$ cat src/rtl/char_console_if.sv
// char_console_if: byte stream, RAM write/read port and cursor status of the console writer.
interface char_console_if;
  logic       display_on;
  logic [7:0] in_data;
  logic       in_valid;
  logic       in_ready;
  logic [9:0] ram_addr;
  logic [7:0] ram_din;
  logic       ram_we;
  logic [7:0] ram_dout;
  logic [4:0] cursor_row;
  logic [4:0] cursor_col;
  logic       busy;
  modport master (
    output display_on, in_data, in_valid, ram_dout,
    input  in_ready, ram_addr, ram_din, ram_we, cursor_row, cursor_col, busy
  );
  modport slave (
    input  display_on, in_data, in_valid, ram_dout,
    output in_ready, ram_addr, ram_din, ram_we, cursor_row, cursor_col, busy
  );
endinterface

$ cat src/rtl/char_console_writer.sv
// char_console_writer: writes a byte stream into the 32x32 character RAM during blanking only.
// Define CONSOLE_SCROLL_EN to scroll the screen up at the last row instead of wrapping to row 0.
module char_console_writer #(
  parameter logic [7:0] FILL    = 8'h00,
  parameter logic [7:0] CR_CODE = 8'h0D,
  parameter logic [7:0] LF_CODE = 8'h0A,
  parameter logic [7:0] FF_CODE = 8'h0C,
  parameter logic [7:0] BS_CODE = 8'h08
) (
  input logic          clk,
  input logic          reset,
  char_console_if.slave io
);
  typedef enum logic [2:0] {
    IDLE, PUT, CLEAR, LINECLR
`ifdef CONSOLE_SCROLL_EN
    , SCR_RD, SCR_WR
`endif
  } state_t;
  state_t     r_state;
  logic [4:0] r_row, r_col;
  logic [7:0] r_byte;
  logic [9:0] r_cnt;
  logic       w_go, w_acc, w_we, w_last;
  logic [9:0] w_addr;
  logic [7:0] w_din;
  logic [4:0] w_nl_row;
  logic [9:0] w_nl_cnt;
  state_t     w_nl_state;
`ifdef CONSOLE_SCROLL_EN
  logic [7:0] r_data;
  logic       r_fresh;
`else
  logic       w_unused;
  assign w_unused = ^io.ram_dout;
`endif
  assign w_go   = !io.display_on;
  assign w_acc  = io.in_valid && io.in_ready;
  assign w_last = r_row == 5'd31;
  // Newline target: next row, or last-row wrap / scroll depending on build.
`ifdef CONSOLE_SCROLL_EN
  assign w_nl_row   = w_last ? r_row : r_row + 5'd1;
  assign w_nl_cnt   = w_last ? 10'd32 : 10'd0;
  assign w_nl_state = w_last ? SCR_RD : LINECLR;
`else
  assign w_nl_row   = r_row + 5'd1;
  assign w_nl_cnt   = 10'd0;
  assign w_nl_state = LINECLR;
`endif
  always_ff @(posedge clk) begin
    if (reset) begin
      r_state <= CLEAR;
      r_row   <= '0;
      r_col   <= '0;
      r_cnt   <= '0;
      r_byte  <= FILL;
`ifdef CONSOLE_SCROLL_EN
      r_data  <= FILL;
      r_fresh <= 1'b0;
`endif
    end else begin
      case (r_state)
        IDLE: if (w_acc) begin
          r_byte <= io.in_data;
          if (io.in_data == CR_CODE) r_col <= '0;
          else if (io.in_data == LF_CODE) begin
            r_col   <= '0;
            r_row   <= w_nl_row;
            r_cnt   <= w_nl_cnt;
            r_state <= w_nl_state;
          end else if (io.in_data == BS_CODE) r_col <= (r_col != 5'd0) ? r_col - 5'd1 : r_col;
          else if (io.in_data == FF_CODE) begin
            r_row   <= '0;
            r_col   <= '0;
            r_cnt   <= '0;
            r_state <= CLEAR;
          end else r_state <= PUT;
        end
        PUT: if (w_go) begin
          r_col <= r_col + 5'd1;
          if (r_col == 5'd31) begin
            r_row   <= w_nl_row;
            r_cnt   <= w_nl_cnt;
            r_state <= w_nl_state;
          end else r_state <= IDLE;
        end
        CLEAR: if (w_go) begin
          r_cnt <= r_cnt + 10'd1;
          if (r_cnt == 10'h3FF) r_state <= IDLE;
        end
        LINECLR: if (w_go) begin
          r_cnt <= r_cnt + 10'd1;
          if (r_cnt[4:0] == 5'd31) r_state <= IDLE;
        end
`ifdef CONSOLE_SCROLL_EN
        SCR_RD: if (w_go) begin
          r_state <= SCR_WR;
          r_fresh <= 1'b1;
        end
        // Read data is live only in the first SCR_WR cycle; hold it across a deferred write.
        SCR_WR: begin
          r_fresh <= 1'b0;
          if (r_fresh) r_data <= io.ram_dout;
          if (w_go) begin
            r_cnt   <= r_cnt + 10'd1;
            r_state <= (r_cnt == 10'h3FF) ? LINECLR : SCR_RD;
          end
        end
`endif
        default: r_state <= IDLE;
      endcase
    end
  end
  always_comb begin
    w_we   = 1'b0;
    w_addr = {r_row, r_col};
    w_din  = FILL;
    case (r_state)
      PUT: begin
        w_we  = 1'b1;
        w_din = r_byte;
      end
      CLEAR: begin
        w_we   = 1'b1;
        w_addr = r_cnt;
      end
      LINECLR: begin
        w_we   = 1'b1;
        w_addr = {r_row, r_cnt[4:0]};
      end
`ifdef CONSOLE_SCROLL_EN
      SCR_RD: w_addr = r_cnt;
      SCR_WR: begin
        w_we   = 1'b1;
        w_addr = r_cnt - 10'd32;
        w_din  = r_fresh ? io.ram_dout : r_data;
      end
`endif
      default: w_we = 1'b0;
    endcase
  end
  assign io.ram_we     = w_we && w_go && !reset;
  assign io.ram_addr   = reset ? '0 : w_addr;
  assign io.ram_din    = reset ? FILL : w_din;
  assign io.in_ready   = (r_state == IDLE) && !reset;
  assign io.busy       = reset || (r_state != IDLE);
  assign io.cursor_row = r_row;
  assign io.cursor_col = r_col;
endmodule

$ cat src/flat_wrapper.sv
// flat-port wrapper written by rule: the top's interface ports become plain ports
module char_console_writer_flat 
#(
  parameter logic [7:0] FILL    = 8'h00,
  parameter logic [7:0] CR_CODE = 8'h0D,
  parameter logic [7:0] LF_CODE = 8'h0A,
  parameter logic [7:0] FF_CODE = 8'h0C,
  parameter logic [7:0] BS_CODE = 8'h08
)
  (clk, reset, io_display_on, io_in_data, io_in_valid, io_ram_dout, io_in_ready, io_ram_addr, io_ram_din, io_ram_we, io_cursor_row, io_cursor_col, io_busy);
  char_console_if io_i ();
  input logic clk;
  input logic reset;
  input wire logic [$bits(io_i.display_on)-1:0] io_display_on;
  input wire logic [$bits(io_i.in_data)-1:0] io_in_data;
  input wire logic [$bits(io_i.in_valid)-1:0] io_in_valid;
  input wire logic [$bits(io_i.ram_dout)-1:0] io_ram_dout;
  output wire logic [$bits(io_i.in_ready)-1:0] io_in_ready;
  output wire logic [$bits(io_i.ram_addr)-1:0] io_ram_addr;
  output wire logic [$bits(io_i.ram_din)-1:0] io_ram_din;
  output wire logic [$bits(io_i.ram_we)-1:0] io_ram_we;
  output wire logic [$bits(io_i.cursor_row)-1:0] io_cursor_row;
  output wire logic [$bits(io_i.cursor_col)-1:0] io_cursor_col;
  output wire logic [$bits(io_i.busy)-1:0] io_busy;
  assign io_i.display_on = io_display_on;
  assign io_i.in_data = io_in_data;
  assign io_i.in_valid = io_in_valid;
  assign io_i.ram_dout = io_ram_dout;
  assign io_in_ready = io_i.in_ready;
  assign io_ram_addr = io_i.ram_addr;
  assign io_ram_din = io_i.ram_din;
  assign io_ram_we = io_i.ram_we;
  assign io_cursor_row = io_i.cursor_row;
  assign io_cursor_col = io_i.cursor_col;
  assign io_busy = io_i.busy;
  char_console_writer #(.FILL(FILL), .CR_CODE(CR_CODE), .LF_CODE(LF_CODE), .FF_CODE(FF_CODE), .BS_CODE(BS_CODE)) u_core (.clk(clk), .reset(reset), .io(io_i));
endmodule
$ cat config.mk
export PLATFORM = sky130hd
export DESIGN_NAME = char_console_writer_flat
export DESIGN_NICKNAME = d
export VERILOG_FILES = /design/src/rtl/char_console_if.sv /design/src/rtl/char_console_writer.sv /design/src/flat_wrapper.sv
export SDC_FILE = /design/constraint.sdc
export NUM_CORES = 1
export LEC_CHECK = 0
export ABC_AREA = 1
export CELL_PAD_IN_SITES_DETAIL_PLACEMENT = 1
export CELL_PAD_IN_SITES_GLOBAL_PLACEMENT = 2
export CORE_AREA = 2 2 93 95
export CTS_CLUSTER_SIZE = 14
export DETAILED_ROUTE_END_ITERATION = 6
export DIE_AREA = 0 0 95 97
export PLACE_DENSITY_LB_ADDON = 0.1
export SLEW_MARGIN = 20
export SYNTH_ARGS = -nofsm -noshare
export SYNTH_HDL_FRONTEND = slang
export SYNTH_SLANG_ARGS = --single-unit
$ cat constraint.sdc
create_clock -name clk -period 2.1 [get_ports clk]
set_input_delay 0.315 -clock clk [delete_from_list [all_inputs] [get_ports clk]]
set_output_delay 0.315 -clock clk [all_outputs]
set_load 0.005 [all_outputs]
==> metrics.txt, run 1 <==
Max Clock Skew=7.09 ps; Final TNS setup=0 ps; Final Cycle Share=a little over nine tenths; die footprint=9220 µm²; number of clock sinks=30; unrepaired setup endpoints after global routing=no; Total Routing Usage GR=14.9%; Post-layout nets=411; antenna violations before repair=0; number of buffers created by CTS=5; result of the run=finished clean; arrival time at the worst endpoint=about 1700 ps; Vert. Die Dim=slightly below 100 µm; number of distinct standard cells referenced by the synthesized netlist=30; IO Count=51; average wire length per cell after detail routing=13.2 µm; Port Buf Inserts=42; synthesized flop and latch total=30; final count of negative-setup-slack endpoints=0; floorplan row count=33; required time of the critical path=approximately 1800 ps; count leader, synth=nand2_1; Finished Core Util=35.1%; leading register cell type out of synthesis=dfxtp_1; Critical Path End Type=primary output; Ys Warns=0; number of hold violations in the final report=0; vias after detailed routing=around 2200; maximum frequency from static timing analysis=just under 500 MHz; via/cell ratio=approximately 4.5; delay-heaviest family, CP=buffers and inverters; chain of cells forming the critical path=clkdlybuf4s50_1, inv_2, buf_12, o21ai_0, nor2_1, clkdlybuf4s50_1; width of the die=95 µm; Bufs on Longest Clock Path=2; path depth of the worst reg2reg path=10; number of inserted diodes=0; starting density of the core=between 20% and 30%; pin count of the biggest net entering global routing=19; reg-to-reg critical path endpoint=u_core.r_state[1]; Post-Synthesis Mean Instance Area=6.31 µm²; Crit Path Class=in2out; total buffers and inverters traversed by the critical path=4; register-to-register setup slack=~270 ps; slew at the pin closest to its max-slew limit=300 ps; class of the tightest hold or removal check=reg2reg; CTS H-tree depth=2; worst slew margin relative to its limit=79.9%; cell repeated most along the worst path=clkdlybuf4s50_1; Max-Cap Viols=0; post-synthesis to final-layout area growth=42.5%; Post-Synthesis Net Count=344; Max IR drop VDD=approximately 180 µV; Setup crit start=reset; number of instances in the synthesized netlist=318; hold buffer count at CTS=0; Critical Path Source Type=input port; Max Fanout on Critical Path=15; clock insertion delay at the later pin of the skew report=280 ps; final weighted congestion of routability-driven global placement=0.719; Netlist Area Pre-Place=2010 µm²; worst hold endpoint=u_core.r_cnt[3]; DRC errors left=0; global-route congestion overflow total=0; Static Leakage=1.29 nW; core area=just over 8000 µm²; share of post-route cells with drive strength above 1=14.8%; top cells by instance count after synthesis=nand2_1 (83), nor2_1 (62), dfxtp_1 (30); Root Buffer Master=clkbuf_8; CP max stage cell=clkdlybuf4s50_1; first-pass detailed-route iteration total=4; critical path's largest stage delay=510 ps; total routed wirelength=6460 µm; hold path start=u_core.r_cnt[3]; cell types occupying the most area after synthesis=dfxtp_1 (30%), nand2_1 (16%), nor2_1 (12%), a21oi_1 (6.2%), o21ai_0 (5.5%); global-route wire length before repair=10900 µm; clock-pin slew of the registers on the worst-case setup and hold paths=60 ps; violation count after the first detailed-routing iteration=57; sequential cell area fraction in the yosys report=29.9%; count of flip-flops with a built-in enable after synthesis=0; Pins Over Slew Limit=0; vias in the first global route=2234; power per cell area=416 nW/µm²; area share of the largest cell type after synthesis=29.9%; Synth area leader=dfxtp_1; Crit Reg-Reg Startpoint=u_core.io.cursor_col[0]; ys async rst share=0%; min cycle time layout=2020 ps; TritonCTS clock tree=done; Cells on Worst Hold Path=2; HPWL after detailed placement=5050 µm; Post-DRT Antenna Nets=0
==> worst reg2reg max path, stage by stage (launching register included) <==
cell and delay [ps]:
dfxtp_1 320, ha_1 210, nand2_1 90, nor2_1 50, ha_1 210, or2_1 250, nand2_2 90, nor2_4 50
nand2_4 110, nand2_1 120, or2_1 220
==> area by class of cell <==
type | count | area (µm²)
fill | 1023 | 5280
multi-input combinational | 251 | 1260
tap | 105 | 131
sequential | 30 | 601
inverter | 28 | 108
clock buffer | 6 | 82.6
timing repair buffer | 69 | 676
==> timing repair <==
item	4_1_cts	5_1_grt
setup buffers	0	1
endpoints found under the setup margin	5	16
gates resized for setup	2	10
pin swaps	0	2
==> cells by family (layout without fill, tap and decap cells) <==
logic type	count (synthesis)	in the layout	synth area share, %
compound gates	55	55	14.7
xor+xnor	9	9	3.93
fa+ha+maj	6	6	3.74
buf+inv	37	103	7.80
flops	30	30	29.9
simple gates	181	181	39.9
==> per-layer routing <==
metal,global-route usage (%),share of wire (%)
met3,3.04,2.3
met2,24.9,50
met1,19.6,47
met4,3.01,0.67
met5,0,0
==> worst max path at each step <==
| stage | to | slack [ps] | depth (start not counted) |
|---|---|---|---|
| after global routing | io_ram_din[7] | 6 | 6 |
| after global placement | u_core.r_state[1] | 20 | 10 |
| after detailed placement | io_ram_addr[1] | -4 | 6 |
| after CTS | io_ram_addr[9] | 10 | 6 |
| after floorplan | u_core.r_state[1] | 430 | 10 |
| final | io_ram_addr[8] | 80 | 6 |
==> stage by stage <==
stage | instances | hold WS (ps) | area, µm² | setup WS (ps) | total power [mW]
2_1_floorplan | 318 | 384 | 2010 | 433 | 0.647
3_3_place_gp | 482 | 475 | 2730 | 22.1 | 0.721
3_5_place_dp | 482 | 475 | 2730 | -3.67 | 0.724
4_1_cts | 488 | 486 | 2820 | 11.0 | 1.21
5_1_grt | 489 | 527 | 2860 | 6.25 | 1.25
6_report | 489 | 487 | 2860 | 78.6 | 1.19
==> power by group <==
group          internal (mW)  switching, mW  total, mW
sequential             0.574        0.00645      0.581
clock                  0.253          0.227      0.480
combinational         0.0657         0.0627      0.128
total                  0.893          0.296       1.19
==> sequential cells by signal (all words and copies together), names as in the netlist <==
name and cells:
u_core.r_cnt 10, u_core.r_byte 8, u_core.io.cursor_col 5, u_core.io.cursor_row 5, u_core.r_state 2
==> layout by cell type (no fill, tap or decap), drive strengths merged <==
cell type	instances
a211oi	1
a21oi	26
a22oi	1
buf	27
clkbuf	6
clkdlybuf4s50	34
dfxtp	30
dlymetal6s2s	8
ha	6
inv	28
nand2	89
nand3	14
nand3b	1
nand4	4
nor2	66
nor3	4
nor3b	1
o21ai	27
or2	2
xnor2	1
xor2	8
Power figures use the tool's default switching activity.
==> run 2, diff against run 1 <==
--- a/config.mk
+++ b/config.mk
@@ -5,13 +5,12 @@
 export SDC_FILE = /design/constraint.sdc
 export NUM_CORES = 1
 export LEC_CHECK = 0
-export ABC_AREA = 1
 export CELL_PAD_IN_SITES_DETAIL_PLACEMENT = 1
 export CELL_PAD_IN_SITES_GLOBAL_PLACEMENT = 2
-export CORE_AREA = 2 2 93 95
+export CORE_AREA = 8 8 94 96
 export CTS_CLUSTER_SIZE = 14
 export DETAILED_ROUTE_END_ITERATION = 6
-export DIE_AREA = 0 0 95 97
+export DIE_AREA = 0 0 102 104
 export PLACE_DENSITY_LB_ADDON = 0.1
 export SLEW_MARGIN = 20
 export SYNTH_ARGS = -nofsm -noshare
==> metrics.txt, run 2 <==
post-synthesis to final-layout area growth=55.9%; number of fill cells in the layout=948 (-7.3%); width of the die=102 µm (+7.4%); die footprint=10600 µm² (+15%); core area=7450 µm² (-8.4%); Max Fanout on Critical Path=4 (-11); Ys Warns=0 (unchanged); top cells by instance count after synthesis=nand2_1 (33), dfxtp_1 (30), nor2_1 (25); Critical Path End Type=flip-flop; Post-layout nets=361 (-12%); result of the run=finished clean; worst slew margin relative to its limit=76.7% (-3.2 points); count of flip-flops with a built-in enable after synthesis=0 (unchanged); Crit Path Class=in2reg; global-route congestion overflow total=0 (unchanged); number of distinct standard cells referenced by the synthesized netlist=49 (+63%); clock-pin slew of the registers on the worst-case setup and hold paths=70 ps (about the same); Final TNS setup=0 ps (unchanged); hold buffer count at CTS=0 (unchanged); Total Routing Usage GR=13.4% (-1.4 points); Bufs on Longest Clock Path=2 (unchanged); number of instances in the synthesized netlist=252 (-21%); post-placement cell count=423 (-12%); final count of negative-setup-slack endpoints=0 (unchanged); Finished Core Util=39.9% (+4.8 points); min cycle time layout=2050 ps (+31.2 ps); vias in the first global route=2319 (+3.8%); Area after DPL=2730 µm² (-0.14%); leading register cell type out of synthesis=dfxtp_1; Port Buf Inserts=42 (unchanged); vias after detailed routing=2117 (-3.6%); Netlist Area Pre-Place=1910 µm² (-4.9%); number of inserted diodes=0 (unchanged); most common cell after layout, fill and taps aside=buf_4; DRC errors left=0 (unchanged); Static Leakage=1.26 nW (-2.4%); sequential cell area fraction in the yosys report=31.5% (+1.5 points); global-route wire length before repair=11600 µm (+6.2%); first-pass detailed-route iteration total=3 (-1); largest register by flop count=u_core.r_cnt; starting density of the core=25.6% (+0.96 points); overall power of the completed layout=1.24 mW (+4.1%); antenna violations before repair=0 (unchanged); unrepaired setup endpoints after global routing=yes; Post-DRT Antenna Nets=0 (unchanged); number of clock sinks=30 (unchanged); average wire length per cell after detail routing=15.6 µm (+18%); arrival time at the worst endpoint=2240 ps (+530 ps); most frequent cells in the layout=buf_4 (44), nand2_1 (33), dfxtp_1 (28); Vert. Die Dim=104 µm (+7.2%); flip-flop count of the largest register after layout=10 (unchanged); Critical Path Source Type=input port; maximum frequency from static timing analysis=487 MHz (-1.5%); ys async rst share=0% (unchanged); placement-stage worst setup slack=-472 ps (-468 ps); Final Instance Count excl. Fillers=438 (-10%); Root Buffer Master=clkbuf_8; Post-Synthesis Net Count=278 (-19%); violation count after the first detailed-routing iteration=57 (unchanged); Max Clock Skew=7.39 ps (+0.300 ps); Max-Cap Viols=0 (unchanged); TritonCTS clock tree=done; class of the tightest hold or removal check=in2reg; synthesized flop and latch total=30 (unchanged); HPWL after detailed placement=5240 µm (+3.8%); number of buffers created by CTS=5 (unchanged); IO Count=51 (unchanged); Pins Over Slew Limit=0 (unchanged); share of post-route cells with drive strength above 1=23.2% (+8.4 points); via/cell ratio=4.83 (+7.6%); Max IR drop VDD=217 µV (+21%); registers with the most flip-flops=u_core.r_cnt: 10 flops, u_core.r_byte: 8 flops; required time of the critical path=2290 ps (+510 ps); area share of the largest cell type after synthesis=31.5% (+1.5 points); register-to-register setup slack=70 ps (-200 ps); number of hold violations in the final report=0 (unchanged); area taken by multi-input logic gates=1250 µm² (-0.50%); count leader, synth=nand2_1; clock insertion delay at the later pin of the skew report=290 ps (about the same); total routed wirelength=6810 µm (+5.4%); register cell area after layout=603 µm² (+0.42%); floorplan row count=32 (-3.0%); final weighted congestion of routability-driven global placement=0.731 (+1.7%); slew at the pin closest to its max-slew limit=345 ps (+44.6 ps); CTS H-tree depth=2 (unchanged); final design instance area without fill=2970 µm² (+4.1%); power per cell area=416 nW/µm² (about the same); smallest hold slack=407 ps (-80.7 ps); post-layout worst setup margin=47.4 ps (-31.2 ps); Final Cycle Share=97.7% (+1.5 points); cell types occupying the most area after synthesis=dfxtp_1 (31%), mux2i_1 (6.8%), nand2_1 (6.5%), nor2_1 (4.9%), ha_1 (3.9%); pin count of the biggest net entering global routing=18 (-1); Post-Synthesis Mean Instance Area=7.57 µm² (+20%); Synth area leader=dfxtp_1
run 2: worst max-delay path: stages:
cell and delay, ps:
dlygate4sd2_1 240, or4_4 560, o41a_1 440, or2_4 290
and3_4 160, a41o_1 230
run 2: cell type report:
type                    instances  share of cell area, %
inverters                      11                   1.51
well taps                     102                   4.29
repair buffers                 92                   28.3
clock buffers                   6                   2.78
multi-input cells             194                   42.2
flip-flops and latches         30                   20.3
clock inverters                 2                  0.421
repair inverters                1                  0.252
run 2: worst paths after layout:
| kind | start | endpoint | depth (start not counted) |
|---|---|---|---|
| max | io_in_data[7] | u_core.io.cursor_row[2] | 6 |
| min | reset | u_core.r_state[0] | 3 |
| max reg2reg | u_core.io.cursor_col[0] | u_core.r_state[1] | 10 |
| min reg2reg | u_core.r_byte[0] | u_core.r_byte[0] | 2 |
run 2: timing repair:
action | CTS | global route
resized for setup | 21 | 20
buffers inserted | 1 | 5
gates cloned | 1 | 0
endpoints found under the setup margin | 36 | 36
pin swaps | 5 | 4
run 2: metal layers:
layer  part of all wire (%)  track usage (%)  up-vias
met5                      0                0        -
met4                   0.84             3.15        0
met3                    3.1             2.74        5
met2                     48             22.3       25
met1                     48             17.1     1007
li1                       -                -     1080
run 2: logic make-up after synthesis:
| kind of cell | Yosys count | share of synthesized area, % |
|---|---|---|
| flops | 30 | 31.5 |
| simple gates | 113 | 29.0 |
| buf+inv | 28 | 6.03 |
| mux | 13 | 6.82 |
| compound gates | 60 | 21.8 |
| fa+ha+maj | 6 | 3.93 |
| xor+xnor | 2 | 0.918 |
run 2: power by group:
part | internal (mW) | switching, mW
sequential | 0.572 | 0.00373
clock | 0.264 | 0.251
combinational | 0.0743 | 0.0725
total | 0.910 | 0.327
==> run 3, diff against run 2 <==
--- a/config.mk
+++ b/config.mk
@@ -8,6 +8,7 @@
 export CELL_PAD_IN_SITES_DETAIL_PLACEMENT = 1
 export CELL_PAD_IN_SITES_GLOBAL_PLACEMENT = 2
 export CORE_AREA = 8 8 94 96
+export CTS_CLUSTER_DIAMETER = 30
 export CTS_CLUSTER_SIZE = 14
 export DETAILED_ROUTE_END_ITERATION = 6
 export DIE_AREA = 0 0 102 104
==> constraint.sdc (replaced) <==
create_clock -name clk -period 2 [get_ports clk]
set_input_delay 0.3 -clock clk [delete_from_list [all_inputs] [get_ports clk]]
set_output_delay 0.3 -clock clk [all_outputs]
set_load 0.005 [all_outputs]
==> metrics.txt, run 3 (same netlist as run 2, synthesis figures left out) <==
result of the run=finished clean; path depth of the worst reg2reg path=8 (-2); GRT met3 Usage=2.74% (unchanged); die footprint=10600 µm² (unchanged); pin count of the biggest net entering global routing=18 (unchanged); number of inserted diodes=0 (unchanged); Total Routing Usage GR=13.1% (-0.31 points); Bufs on Longest Clock Path=2 (unchanged); required time of the critical path=2220 ps (-70 ps); Max Clock Skew=5.86 ps (-1.53 ps); floorplan row count=32 (unchanged); vias after detailed routing=2151 (+1.6%); busiest metal layer after global routing=met2; antenna violations before repair=0 (unchanged); met2 Use GR=22.0% (-0.33 points); smallest hold slack=349 ps (-57.7 ps); Post-DRT Antenna Nets=0 (unchanged); Crit Reg-Reg Startpoint=u_core.io.cursor_col[1]; post-synthesis to final-layout area growth=62.2%; number of buffers created by CTS=5 (unchanged); DRC errors left=0 (unchanged); end point of the critical path=u_core.io.cursor_row[2]; Critical Path End Type=flip-flop; Max IR drop VDD=214 µV (-1.6%); arrival time at the worst endpoint=2170 ps (-70 ps); reg-to-reg critical path endpoint=u_core.io.cursor_col[0]; number of fill cells in the layout=911 (-3.9%); Max Fanout on Critical Path=3 (-1); met1 capacity usage during global routing=16.5% (-0.52 points); register-to-register setup slack=90 ps (+20 ps); Root Buffer Master=clkbuf_8; Post-layout nets=364 (+0.83%); width of the die=102 µm (unchanged); power per cell area=406 nW/µm² (-2.4%); final design instance area without fill=3090 µm² (+4.0%); average wire length per cell after detail routing=15.9 µm (+2.2%); HPWL after detailed placement=5190 µm (-1.1%); Static Leakage=1.30 nW (+2.8%); most common cell after layout, fill and taps aside=buf_4; Pins Over Slew Limit=0 (unchanged); final weighted congestion of routability-driven global placement=0.772 (+5.6%); via/cell ratio=4.90 (+1.4%); number of clock sinks=30 (unchanged); global-route wire length before repair=11300 µm (-2.1%); worst slew margin relative to its limit=78.7% (+2.0 points); flip-flop count of the largest register after layout=10 (unchanged); min cycle time layout=1950 ps; TritonCTS clock tree=done; unrepaired setup endpoints after global routing=yes; IO Count=51 (unchanged); Area after DPL=2740 µm² (+0.41%); Final Cycle Share=97.5%; most frequent cells in the layout=buf_4 (46), nand2_1 (33), dfxtp_1 (26); largest register by flop count=u_core.r_cnt; registers with the most flip-flops=u_core.r_cnt: 10 flops, u_core.r_byte: 8 flops; number of hold violations in the final report=0 (unchanged); final count of negative-setup-slack endpoints=0 (unchanged); global-route congestion overflow total=0 (unchanged); Finished Core Util=41.5% (+1.6 points); CTS H-tree depth=2 (unchanged); Critical Path Source Type=input port; first-pass detailed-route iteration total=4 (+1); Max-Cap Viols=0 (unchanged); share of post-route cells with drive strength above 1=30.0% (+6.8 points); clock insertion delay at the later pin of the skew report=280 ps (about the same); Crit Path Class=in2reg; total routed wirelength=6980 µm (+2.5%); Vert. Die Dim=104 µm (unchanged); core area=7450 µm² (unchanged); clock-pin slew of the registers on the worst-case setup and hold paths=60 ps (about the same); violation count after the first detailed-routing iteration=78 (+37%); starting density of the core=25.6% (unchanged); vias in the first global route=2303 (-0.69%); class of the tightest hold or removal check=in2reg; maximum frequency from static timing analysis=513 MHz; Port Buf Inserts=42 (unchanged); Setup crit start=io_in_data[4]; slew at the pin closest to its max-slew limit=319 ps (-25.4 ps)
## run 3: cell types whose count changed in the layout (fill, tap and decap cells not counted), moves of 3 or more
cell / delta
clkdlybuf4s50_1: -5
dlygate4sd2_1: +3
nand3_2: +3
o31ai_1: -3
nand3_1: -3
## run 3: worst max-delay path: stages
cell and delay (ps):
dlygate4sd2_1 240, or4_4 430, o41a_1 430, or2_1 260
buf_4 160, a311oi_2 230, a41o_1 110
## run 3: worst min path at each step
stage	from	endpoint	depth (start not counted)
after floorplan	io_in_data[0]	u_core.r_byte[0]	2
final	io_in_data[7]	u_core.r_byte[7]	4
after detailed placement	u_core.r_byte[6]	u_core.r_byte[6]	2
after CTS	io_in_data[5]	u_core.r_byte[5]	4
after global routing	io_in_data[7]	u_core.r_byte[7]	4
after global placement	u_core.r_byte[6]	u_core.r_byte[6]	2
## run 3: timing repair
action                                  in CTS  in global routing
cloned                                       1                  0
hold buffers                                 0                  0
gates resized for setup                     40                 38
pin swaps                                   11                 11
setup buffers                                4                  5
endpoints found under the setup margin      43                 25
## run 3: routing by layer
metal / share of wire, % / vias to the layer above / routed length (µm)
met2: 49 / 27 / 3450
met4: 0.59 / 0 / 41
met5: 0 / - / 0
li1: - / 1086 / -
met3: 3.0 / 4 / 208
met1: 47 / 1034 / 3280
## run 3: power breakdown
part / total, mW / leakage, nW / internal, mW / switching [mW]
registers: 0.602 / 0.243 / 0.600 / 0.00209
logic: 0.165 / 1.01 / 0.0794 / 0.0858
clock network: 0.489 / 0.0431 / 0.265 / 0.224
total: 1.26 / 1.30 / 0.945 / 0.312
## run 3: area by class of cell
cell class,count,area (µm²),share of cell area [%]
repair inverters,1,7.51,0.243
multi-input cells,194,1360,44.1
flip-flops and latches,30,608,19.7
clock buffers,6,82.6,2.67
inverters,11,45.0,1.46
well taps,102,128,4.12
repair buffers,95,860,27.8
## run 3: per-stage QoR
stage | cells | power (mW) | setup slack, ps | TNS [ps]
floorplan | 252 | 0.678 | -79.4 | -186
global placement | 423 | 0.765 | -520 | -12550
global route | 439 | 1.32 | -26.7 | -86.9
CTS | 434 | 1.27 | -48.2 | -349
finish | 439 | 1.26 | 49.1 | 0
detailed placement | 423 | 0.765 | -558 | -12980
